### src/rtl/cpu_pkg.sv
// Shared definitions for the multicycle core: opcodes, trap codes, FSM states
// and instruction field slicing helpers.
package cpu_pkg;

  localparam logic [3:0] OP_ADD  = 4'h0;
  localparam logic [3:0] OP_SUB  = 4'h1;
  localparam logic [3:0] OP_AND  = 4'h2;
  localparam logic [3:0] OP_OR   = 4'h3;
  localparam logic [3:0] OP_ADDI = 4'h4;
  localparam logic [3:0] OP_LW   = 4'h5;
  localparam logic [3:0] OP_SW   = 4'h6;
  localparam logic [3:0] OP_BEQ  = 4'h7;
  localparam logic [3:0] OP_BC   = 4'h8;
  localparam logic [3:0] OP_JMP  = 4'h9;
  localparam logic [3:0] OP_HALT = 4'hF;

  localparam logic [1:0] TRAP_NONE    = 2'b00;
  localparam logic [1:0] TRAP_ILLEGAL = 2'b01;
  localparam logic [1:0] TRAP_TIMEOUT = 2'b10;

  typedef enum logic [3:0] {
    S_FETCH, S_DECODE, S_EXEC, S_ALUWB, S_MEMADR, S_MEMRD,
    S_MEMWB, S_MEMWR, S_BRANCH, S_JUMP, S_HALT, S_TRAP
  } state_t;

  function automatic logic [3:0] f_op(input logic [15:0] ir);
    return ir[15:12];
  endfunction

  function automatic logic [2:0] f_rd(input logic [15:0] ir);
    return ir[11:9];
  endfunction

  function automatic logic [2:0] f_rs(input logic [15:0] ir);
    return ir[8:6];
  endfunction

  function automatic logic [2:0] f_rt(input logic [15:0] ir);
    return ir[5:3];
  endfunction

  function automatic logic [5:0] f_imm6(input logic [15:0] ir);
    return ir[5:0];
  endfunction

  function automatic logic [11:0] f_tgt12(input logic [15:0] ir);
    return ir[11:0];
  endfunction

endpackage

### src/rtl/regfile_2r1w.sv
// Eight-entry register file, two combinational read ports, one synchronous
// write port; r0 always reads zero and ignores writes.
module regfile_2r1w #(
  parameter int WIDTH = 16
) (
  input  logic             clk,
  input  logic             reset,
  input  logic             we,
  input  logic [2:0]       waddr,
  input  logic [WIDTH-1:0] wdata,
  input  logic [2:0]       raddr1,
  input  logic [2:0]       raddr2,
  output logic [WIDTH-1:0] rdata1,
  output logic [WIDTH-1:0] rdata2
);

  logic [WIDTH-1:0] regs [8];

  always_ff @(posedge clk or negedge reset) begin
    if (!reset) begin
      for (int i = 0; i < 8; i++) regs[i] <= '0;
    end else if (we && waddr != 3'd0) begin
      regs[waddr] <= wdata;
    end
  end

  assign rdata1 = (raddr1 == 3'd0) ? '0 : regs[raddr1];
  assign rdata2 = (raddr2 == 3'd0) ? '0 : regs[raddr2];

endmodule

### src/rtl/multicycle_core_ws.sv
// Parametrised multicycle CPU core with a req/ready memory port that tolerates
// wait states, a HALT state, and sticky illegal-opcode / bus-timeout traps.
module multicycle_core_ws
  import cpu_pkg::*;
#(
  parameter int               WIDTH    = 16,
  parameter logic [WIDTH-1:0] RESET_PC = '0,
  parameter int               MAX_WAIT = 255
) (
  input  logic             clk,
  input  logic             reset,
  output logic [WIDTH-1:0] addr,
  output logic [WIDTH-1:0] writedata,
  output logic             memreq,
  output logic             memwrite,
  input  logic [WIDTH-1:0] readdata,
  input  logic             memready,
  output logic             halted,
  output logic [1:0]       trap
);

  localparam int CW = (MAX_WAIT > 0) ? $clog2(MAX_WAIT + 1) : 1;
  localparam logic [WIDTH-1:0] ONE = WIDTH'(1);

  state_t state, next_state;
  logic [WIDTH-1:0] pc, pc_n;
  logic [15:0]      ir;
  logic [WIDTH-1:0] a, b, target, mdr;
  logic [WIDTH:0]   alu_res, alu_n;
  logic             c_flag, z_flag;
  logic [CW-1:0]    wait_cnt;
  logic             timeout;
  logic             req_n, we_n;
  logic [WIDTH-1:0] addr_n, wd_n;
  logic [1:0]       trap_n;

  logic [3:0]       op;
  logic [2:0]       rd, rs, ra2;
  logic [WIDTH-1:0] imm_sx, tgt_zx, rdata1, rdata2, rf_wdata;
  logic             rf_we;

  assign op     = f_op(ir);
  assign rd     = f_rd(ir);
  assign rs     = f_rs(ir);
  assign imm_sx = {{(WIDTH-6){ir[5]}}, f_imm6(ir)};
  assign tgt_zx = {{(WIDTH-12){1'b0}}, f_tgt12(ir)};
  // BEQ compares rd with rs and SW stores rd, so port 2 reads rd for those.
  assign ra2    = (op == OP_SW || op == OP_BEQ) ? rd : f_rt(ir);

  assign rf_we    = (state == S_ALUWB) || (state == S_MEMWB);
  assign rf_wdata = (state == S_MEMWB) ? mdr : alu_res[WIDTH-1:0];
  assign halted   = (state == S_HALT);

  assign timeout = (MAX_WAIT != 0) && memreq && !memready &&
                   (wait_cnt == CW'(MAX_WAIT - 1));

  regfile_2r1w #(.WIDTH(WIDTH)) u_rf (
    .clk    (clk),
    .reset  (reset),
    .we     (rf_we),
    .waddr  (rd),
    .wdata  (rf_wdata),
    .raddr1 (rs),
    .raddr2 (ra2),
    .rdata1 (rdata1),
    .rdata2 (rdata2)
  );

  always_comb begin
    alu_n = '0;
    case (op)
      OP_ADD:  alu_n = {1'b0, a} + {1'b0, b};
      OP_SUB:  alu_n = {1'b0, a} + {1'b0, ~b} + {{WIDTH{1'b0}}, 1'b1};
      OP_AND:  alu_n = {1'b0, a & b};
      OP_OR:   alu_n = {1'b0, a | b};
      OP_ADDI: alu_n = {1'b0, a} + {1'b0, imm_sx};
      default: alu_n = '0;
    endcase
  end

  always_ff @(posedge clk or negedge reset) begin
    if (!reset) state <= S_FETCH;
    else        state <= next_state;
  end

  // Memory-port outputs are computed as next values so they stay registered
  // and hold steady for the whole duration of a wait.
  always_comb begin
    next_state = state;
    pc_n       = pc;
    req_n      = memreq;
    addr_n     = addr;
    we_n       = memwrite;
    wd_n       = writedata;
    trap_n     = trap;
    case (state)
      S_FETCH: begin
        if (!memreq) begin
          req_n  = 1'b1;
          addr_n = pc;
          we_n   = 1'b0;
        end else if (memready) begin
          req_n      = 1'b0;
          pc_n       = pc + ONE;
          next_state = S_DECODE;
        end
      end
      S_DECODE: begin
        case (op)
          OP_ADD, OP_SUB, OP_AND, OP_OR, OP_ADDI: next_state = S_EXEC;
          OP_LW, OP_SW:                           next_state = S_MEMADR;
          OP_BEQ, OP_BC:                          next_state = S_BRANCH;
          OP_JMP:                                 next_state = S_JUMP;
          OP_HALT:                                next_state = S_HALT;
          default:                                next_state = S_TRAP;
        endcase
      end
      S_EXEC: next_state = S_ALUWB;
      S_ALUWB, S_MEMWB: begin
        next_state = S_FETCH;
        req_n      = 1'b1;
        addr_n     = pc;
        we_n       = 1'b0;
      end
      S_MEMADR: begin
        next_state = (op == OP_SW) ? S_MEMWR : S_MEMRD;
        req_n      = 1'b1;
        addr_n     = a + imm_sx;
        we_n       = (op == OP_SW);
        wd_n       = b;
      end
      S_MEMRD: begin
        if (memready) begin
          req_n      = 1'b0;
          next_state = S_MEMWB;
        end
      end
      S_MEMWR: begin
        if (memready) begin
          next_state = S_FETCH;
          addr_n     = pc;
          we_n       = 1'b0;
        end
      end
      S_BRANCH: begin
        if ((op == OP_BEQ && a == b) || (op == OP_BC && c_flag)) pc_n = target;
        next_state = S_FETCH;
        req_n      = 1'b1;
        addr_n     = pc_n;
        we_n       = 1'b0;
      end
      S_JUMP: begin
        pc_n       = tgt_zx;
        next_state = S_FETCH;
        req_n      = 1'b1;
        addr_n     = tgt_zx;
        we_n       = 1'b0;
      end
      S_HALT: begin
        req_n = 1'b0;
        we_n  = 1'b0;
      end
      S_TRAP: begin
        trap_n     = TRAP_ILLEGAL;
        next_state = S_HALT;
        req_n      = 1'b0;
        we_n       = 1'b0;
      end
      default: next_state = S_FETCH;
    endcase
    // An expired access is abandoned outright, before any side effect lands.
    if (timeout) begin
      next_state = S_HALT;
      pc_n       = pc;
      req_n      = 1'b0;
      we_n       = 1'b0;
      trap_n     = TRAP_TIMEOUT;
    end
  end

  always_ff @(posedge clk or negedge reset) begin
    if (!reset) begin
      pc        <= RESET_PC;
      ir        <= '0;
      a         <= '0;
      b         <= '0;
      target    <= '0;
      mdr       <= '0;
      alu_res   <= '0;
      c_flag    <= 1'b0;
      z_flag    <= 1'b0;
      wait_cnt  <= '0;
      memreq    <= 1'b0;
      addr      <= '0;
      memwrite  <= 1'b0;
      writedata <= '0;
      trap      <= TRAP_NONE;
    end else begin
      pc        <= pc_n;
      memreq    <= req_n;
      addr      <= addr_n;
      memwrite  <= we_n;
      writedata <= wd_n;
      trap      <= trap_n;
      wait_cnt  <= (memreq && !memready && !timeout) ? wait_cnt + CW'(1) : '0;
      case (state)
        S_FETCH:  if (memreq && memready) ir <= readdata[15:0];
        S_DECODE: begin
          a      <= rdata1;
          b      <= rdata2;
          target <= pc + imm_sx;
        end
        S_EXEC:   alu_res <= alu_n;
        S_ALUWB: begin
          z_flag <= (alu_res[WIDTH-1:0] == '0);
          if (op == OP_ADD || op == OP_SUB || op == OP_ADDI) c_flag <= alu_res[WIDTH];
        end
        S_MEMRD:  if (memready) mdr <= readdata;
        default: ;
      endcase
    end
  end

endmodule
### config.mk
export PLATFORM = sky130hd
export DESIGN_NAME = multicycle_core_ws
export DESIGN_NICKNAME = d
export VERILOG_FILES = /design/src/rtl/cpu_pkg.sv /design/src/rtl/regfile_2r1w.sv /design/src/rtl/multicycle_core_ws.sv
export SDC_FILE = /design/constraint.sdc
export NUM_CORES = 1
export LEC_CHECK = 0
export CORE_ASPECT_RATIO = 0.5
export CORE_MARGIN = 1
export CORE_UTILIZATION = 40
export CTS_CLUSTER_DIAMETER = 80
export CTS_CLUSTER_SIZE = 14
export DETAILED_ROUTE_END_ITERATION = 12
export SETUP_SLACK_MARGIN = 0.05
export SLEW_MARGIN = 20
export SYNTH_ARGS = -nofsm -noshare
export SYNTH_HDL_FRONTEND = slang
export SYNTH_HIERARCHICAL = 1
export SYNTH_SLANG_ARGS = --single-unit
### constraint.sdc
create_clock -name clk -period 7.6 [get_ports clk]
set_input_delay 1.52 -clock clk [delete_from_list [all_inputs] [get_ports clk]]
set_output_delay 1.52 -clock clk [all_outputs]
set_load 0.01 [all_outputs]
==> results of run 1 <==
critical path, cell delays in order, from the launching register on:
cell     delay (ns)
dfrtp_1        0.47
nor2b_1        0.49
nand2_1        0.54
mux2_2         0.44
ha_1           0.21
fa_1           0.40
nand3_1        0.10
nand2_1        0.11
a21oi_1        0.28
o31ai_1        0.18
a31oi_1        0.27
mux2_2         0.37
o22ai_1        0.11
flip-flops by register name (all words and copies together) (netlist names):
| name | count |
|---|---|
| a | 16 |
| ir | 16 |
| writedata | 16 |
| pc | 16 |
| u_rf/regs | 112 |
| state | 4 |
| mdr | 16 |
| wait_cnt | 8 |
| memreq | 1 |
| addr | 16 |
| c_flag | 1 |
| target | 16 |
| b | 16 |
| trap | 2 |
| memwrite | 1 |
| alu_res | 17 |
cell usage in the layout, fill, tap and decap left out, drive strengths merged, types with 8 or more instances in the layout:
cell type / Yosys / final
o221ai: 8 / 8
o21ai: 139 / 139
xnor2: 32 / 32
mux2: 201 / 201
dfrtp: 274 / 274
nand2: 159 / 159
nand3: 22 / 22
nand2b: 17 / 17
a211oi: 26 / 26
nor2b: 28 / 28
a21o: 18 / 18
mux2i: 66 / 66
a311oi: 19 / 19
xor2: 25 / 25
and3: 10 / 10
ha: 108 / 108
a221oi: 69 / 69
a21oi: 77 / 77
a31oi: 16 / 16
nor3: 19 / 19
clkdlybuf4s50: 0 / 54
clkbuf: 45 / 25
o22ai: 15 / 15
buf: 50 / 21
inv: 67 / 68
nor2: 103 / 103
power breakdown:
| group | internal, uW | switching [uW] |
|---|---|---|
| Clock | 588 | 566 |
| Sequential | 2080 | 683 |
| Combinational | 2230 | 2980 |
logic make-up (layout without fill, tap and decap cells):
kind of cell	Yosys count	in the layout	synth area share [%]
xor+xnor	57	57	2.84
simple gates	399	399	11.0
mux	267	267	17.1
fa+ha+maj	112	112	8.15
buf+inv	162	169	4.52
flops	274	274	39.0
compound gates	451	451	17.4
layer usage:
| layer | GRT usage [%] | vias to the layer above | share of wire (%) |
|---|---|---|---|
| met3 | 3.88 | 59 | 5.9 |
| met1 | 32.5 | 6590 | 50 |
| met2 | 32.7 | 359 | 42 |
| met5 | 0 | - | 0 |
| met4 | 5.38 | 0 | 2.3 |
| li1 | - | 6322 | - |
per-stage QoR:
step           cell area, um^2  utilization [%]  hold slack, ns  total power (uW)  cells
6_report                 19100             44.8           0.480              9120   2306
5_1_grt                  19100             44.8           0.509              9830   2306
4_1_cts                  19100             44.8           0.485              9100   2306
3_5_place_dp             18500             43.3           0.468              7910   2279
3_3_place_gp             18500             43.3           0.463              7860   2279
2_1_floorplan            17600                -           0.438              6470   1722
area by class of cell:
| class | count | area [um^2] | share of cell area, % |
|---|---|---|---|
| Inverter | 67 | 251 | 1.32 |
| Clock inverter | 2 | 50.0 | 0.262 |
| Clock buffer | 25 | 593 | 3.10 |
| Timing Repair Buffer | 75 | 709 | 3.71 |
| Sequential cell | 274 | 6860 | 35.9 |
| Multi-Input combinational cell | 1286 | 9930 | 52.0 |
| Tap cell | 577 | 722 | 3.78 |
worst max path at each step:
stage / start / end
after global placement: ir[14] / alu_res[14]
after detailed placement: ir[14] / alu_res[14]
after global routing: ir[14] / alu_res[14]
final: ir[14] / alu_res[14]
after CTS: ir[14] / alu_res[14]
after floorplan: ir[12] / alu_res[14]
cell usage after synthesis, types with 5 or more instances:
cell type and count:
dfrtp_1 274, mux2_2 172, nand2_1 158, o21ai_0 127, ha_1 108, nor2_1 103
a21oi_1 76, a221oi_1 69, inv_1 67, mux2i_1 66, clkbuf_1 45, xnor2_1 32
nor2b_1 27, a211oi_1 25, xor2_1 25, nand3_1 21, buf_2 20, mux2_4 20
a311oi_1 19, a21o_1 18, nor3_1 18, nand2b_1 17, a31oi_1 16, o22ai_1 15
buf_6 14, and3_1 10, buf_4 9, mux2_1 9, o21ai_1 8, o221ai_1 8
a221o_1 6, and2_1 6, o21a_1 6, o21bai_1 6, o31ai_1 6, buf_1 5
==> results.txt, run 1 <==
Vias post-DR -> 13,330
First-pass GRT wire length -> 76,200 um
Max-cap violation count -> 0
Htree depth -> 1
Post-DRT Antenna Nets -> 0
R2R Setup Slk -> 3.55 ns
Status -> completed
Measured slew at the worst slew-check pin -> 1.12 ns
Slew headroom -> 24.8%
Detailed placement HPWL -> 33,800 um
Worst Hold Class -> flop to flop
R2R cell count -> 12
Antenna violations before repair -> 0
Share of post-route cells with drive strength above 1 -> 15.9%
PwrDens -> 477 nW/um^2
Beginning of the worst hold path -> writedata[12]
Root Driver -> clkbuf_16
Final WL -> 48,900 um
YS warnings -> 6
CTS tree -> done
1st-iter DRT viols -> 1,175
Post-Place Worst Slack -> 3.57 ns
Area growth syn-to-layout -> 8.84%
Setup TNS -> 0 ns
Routability cong. -> 0.914
GRT Resource Usage Total -> 21.9%
Die height -> 150 um
CP Launch Type -> flop
Hold Path Sink -> writedata[12]
Max Slew Vio Count -> 0
Seq/Total Area, Yosys -> 39.0%
Worst reg2reg path endpoint -> alu_res[14]
Main synth FF type -> dfrtp_1
Drt wl/cell -> 21.2 um
Mapped Cells -> 1,722
Netlist cell types -> 84
Num ports -> 56
FMAX -> 247 MHz
Die Wd -> 298 um
Fin Clk Skew -> 0.0164 ns
Top cell type's share of synthesized area -> 39.0%
Ant diodes -> 0
Post-route minimum period -> 4.05 ns
Final setup viols -> 0
WS Path Type -> flop to flop
Post-synth EDFFs -> 0
Mapped Nets -> 1,853
DRT Pass-1 Iters -> 5
Setup Fix Bufs, Post-CTS -> 0
Critical path peak fanout -> 17
Critical Path RT -> 8.09 ns
Setup crit end kind -> flop
Worst EP arrival -> 4.53 ns
I/O Buffers -> 55
Initial Utilization -> 41.2%
Std-Cell Rows -> 53
Gr ovfl total -> 0
RSZ-0062 raised after global routing -> false
Post-CTS resize count -> 0
Fraction of registers with async set/reset -> 100%
Mean post-synth cell area -> 10.2 um^2
Final Hold Fails -> 0
Clock Tree Buf Depth -> 3
Peak VDD IR -> 0.251 mV
Largest net degree at the start of global routing -> 81
# DRC -> 0
Final WS setup -> 3.55 ns
Synth area leaders -> dfrtp_1 (39%), mux2_2 (11%), ha_1 (7.7%)
CTS Buf Count -> 23
Worst-path clk slew -> 0.08 ns
Core Area -> 42,600 um^2
NumNets Final -> 1,858
Hold buffers post-CTS -> 0
Mapped Area -> 17,600 um^2
#FFs+latches synth -> 274
FF-to-FF Start -> ir[14]
Hold path cells -> 2
Period Utilization, post-route -> 53.2%
Fillers -> 4,005
Vias in the first global route -> 12,769
Post-DR vias/cell -> 5.78
Leakage -> 0.00853 uW
Die ar. -> 44,800 um^2
Clk sink count -> 274
Synth area leader -> dfrtp_1
Clk_lat worst skew -> 0.56 ns
No activity file was read; power rests on OpenSTA's default activity.
==> run 2, diff against run 1 <==
- clock period: 7.6 -> 3.7 ns (I/O delays scaled with it)
==> run 2 against run 1 <==
Against the previous run:
- total power increased by 110%
- clock skew increased by 0.0029 ns
- global-route usage down 0.14 points
- setup slack got worse by 3.3 ns
- non-clock buffer count is 39 higher
- sequential cell count unchanged
==> results.txt, run 2 (synthesis gave the netlist of run 1 again) <==
Final WL -> 48,800 um (was 48,900 um)
Most frequent cells in the layout -> dfrtp_1 (273), mux2_2 (172), nand2_1 (158) (unchanged)
Routability cong. -> 0.942 (was 0.914)
DRT Pass-1 Iters -> 5 (unchanged)
Post-route minimum period -> 3.47 ns (was 4.05 ns)
Root Driver -> clkbuf_16 (unchanged)
Max reg flops -> 112 (unchanged)
Area growth syn-to-layout -> 10.8% (was 8.84%)
Worst-path clk slew -> 0.07 ns (was 0.08 ns)
Measured slew at the worst slew-check pin -> 1.01 ns (was 1.12 ns)
First-pass GRT wire length -> 76,100 um (was 76,200 um)
I/O Buffers -> 55 (unchanged)
Drt wl/cell -> 20.8 um (was 21.2 um)
Worst Setup SP -> ir[13] (was ir[14])
# DRC -> 0 (unchanged)
Biggest regs -> u_rf/regs x112, alu_res x17 (unchanged)
CTS Buf Count -> 23 (unchanged)
Die ar. -> 44,800 um^2 (unchanged)
Share of post-route cells with drive strength above 1 -> 17.6% (was 15.9%)
Max-cap violation count -> 0 (unchanged)
Setup Fix Bufs, Post-CTS -> 0 (unchanged)
FF-to-FF Start -> ir[13] (was ir[14])
Initial Utilization -> 41.2% (unchanged)
Critical Path Max Stage Delay -> 0.44 ns (was 0.54 ns)
Crit-path cells -> inv_1 > ha_1 > nand2_1 > mux2_2 > ha_1 > fa_1 > nand3_1 > nand2_1 > a21oi_2 > o31ai_2 > a31oi_1 > mux2_2 > o22ai_1 (was nor2b_1 > nand2_1 > mux2_2 > ha_1 > fa_1 > nand3_1 > nand2_1 > a21oi_1 > o31ai_1 > a31oi_1 > mux2_2 > o22ai_1)
Final Cell Area -> 19,500 um^2 (was 19,100 um^2)
Critical path peak fanout -> 6 (was 17)
Ant diodes -> 0 (unchanged)
Biggest register -> u_rf/regs (unchanged)
Status -> completed (unchanged)
Buf/Inv on CP -> 1 (was 0)
Std-Cell Rows -> 53 (unchanged)
Clk sink count -> 274 (unchanged)
Setup crit end kind -> flop (unchanged)
Period Utilization, post-route -> 93.8% (was 53.2%)
Clk_lat worst skew -> 0.56 ns (about the same)
Die height -> 150 um (unchanged)
Vias post-DR -> 13,412 (was 13,330)
Total power -> 19,000 uW (was 9120 uW)
Hold buffers post-CTS -> 0 (unchanged)
Placed Area -> 18,800 um^2 (was 18,500 um^2)
Fin Clk Skew -> 0.0192 ns (was 0.0164 ns)
Most common cell after layout, fill and taps aside -> dfrtp_1 (unchanged)
Vias in the first global route -> 12,895 (was 12,769)
FMAX -> 288 MHz (was 247 MHz)
CTS tree -> done (unchanged)
Post-DRT Antenna Nets -> 0 (unchanged)
Die Wd -> 298 um (unchanged)
Worst EP arrival -> 3.94 ns (was 4.53 ns)
Core Area -> 42,600 um^2 (unchanged)
Leakage -> 0.00875 uW (was 0.00853 uW)
NumNets Final -> 1,897 (was 1,858)
Worst Hold Class -> input pin to asynchronous set/reset pin (was flop to flop)
RSZ-0062 raised after global routing -> true (was false)
Antenna violations before repair -> 4 (was 0)
Max Slew Vio Count -> 0 (unchanged)
Crit path max-delay family -> adder cells (was simple AND/OR/NAND/NOR gates)
Gr ovfl total -> 0 (unchanged)
CP max-delay cell -> dfrtp_1 (was nand2_1)
GRT Resource Usage Total -> 21.7% (was 21.9%)
Largest net degree at the start of global routing -> 93 (was 81)
1st-iter DRT viols -> 1,030 (was 1,175)
Post-DR vias/cell -> 5.72 (was 5.78)
Num ports -> 56 (unchanged)
Peak VDD IR -> 0.416 mV (was 0.251 mV)
Final setup viols -> 0 (unchanged)
Critical Path RT -> 4.17 ns (was 8.09 ns)
WS Path Type -> flop to flop (unchanged)
Detailed placement HPWL -> 35,100 um (was 33,800 um)
PwrDens -> 977 nW/um^2 (was 477 nW/um^2)
Fin cells -> 2,345 (was 2,306)
Htree depth -> 1 (unchanged)
Placed Cells -> 2,318 (was 2,279)
Slew headroom -> 32.3% (was 24.8%)
Clock Tree Buf Depth -> 3 (unchanged)
CP Launch Type -> flop (unchanged)
Final Hold Fails -> 0 (unchanged)
run 2: cell types whose count changed in the layout (fill, tap and decap cells not counted):
cell,before,now
o31ai_2,0,1
buf_4,19,54
and4bb_1,1,2
nor2_1,101,102
buf_12,0,5
nor2_2,1,0
and4bb_2,1,0
nor2b_2,3,1
buf_6,1,0
a21oi_1,76,75
a21oi_2,1,2
o31ai_1,6,5
nor2b_1,25,27
run 2: repair_timing:
item / in CTS / in global routing
setup endpoints to repair: 0 / 3
hold endpoints to repair: 0 / 0
gates resized for setup: 0 / 2
run 2: power by group:
group / internal (uW) / total, uW / leakage, uW / switching [uW]
registers: 4270 / 5660 / 0.00353 / 1390
clock network: 1210 / 2350 / 0.000316 / 1150
logic: 4820 / 11000 / 0.00490 / 6190
total: 10300 / 19000 / 0.00875 / 8720
run 2: area by class of cell:
type                       instances  area [um^2]
clock inverter                     2         50.0
timing repair buffer             114         1060
fill                            3993        23200
sequential                       274         6860
multi-input combinational       1286         9930
clock buffer                      25          593
inverter                          67          251
tap                              577          722
run 2: path summary, 6_finish.rpt:
kind | endpoint | slack (ns) | depth (start not counted)
max | alu_res[14] | 0.23 | 13
min | u_rf/regs[48] | 0.20 | 1
max reg2reg | alu_res[14] | 0.23 | 13
min reg2reg | alu_res[5] | 0.48 | 2
max in group asynchronous | wait_cnt[5] | 2.64 | 2
min in group clk | alu_res[5] | 0.48 | 2
run 2: routing by layer:
layer / up-vias / global-route usage (%) / part of all wire [%]
li1: 6386 / - / -
met1: 6625 / 32.7 / 50
met2: 336 / 32.8 / 42
met3: 63 / 2.61 / 5.1
met4: 2 / 5.74 / 2.6
met5: - / 0 / 0.027
run 2: through the flow:
stage	hold WS, ns	setup slack, ns	util [%]	TNS [ns]
after floorplan	0.438	0.581	-	0
after global placement	0.459	0.264	44.1	0
after detailed placement	0.471	0.174	44.1	0
after CTS	0.237	0.154	45.6	0
after global routing	0.265	-0.00236	45.7	-0.00236
final	0.197	0.229	45.7	0
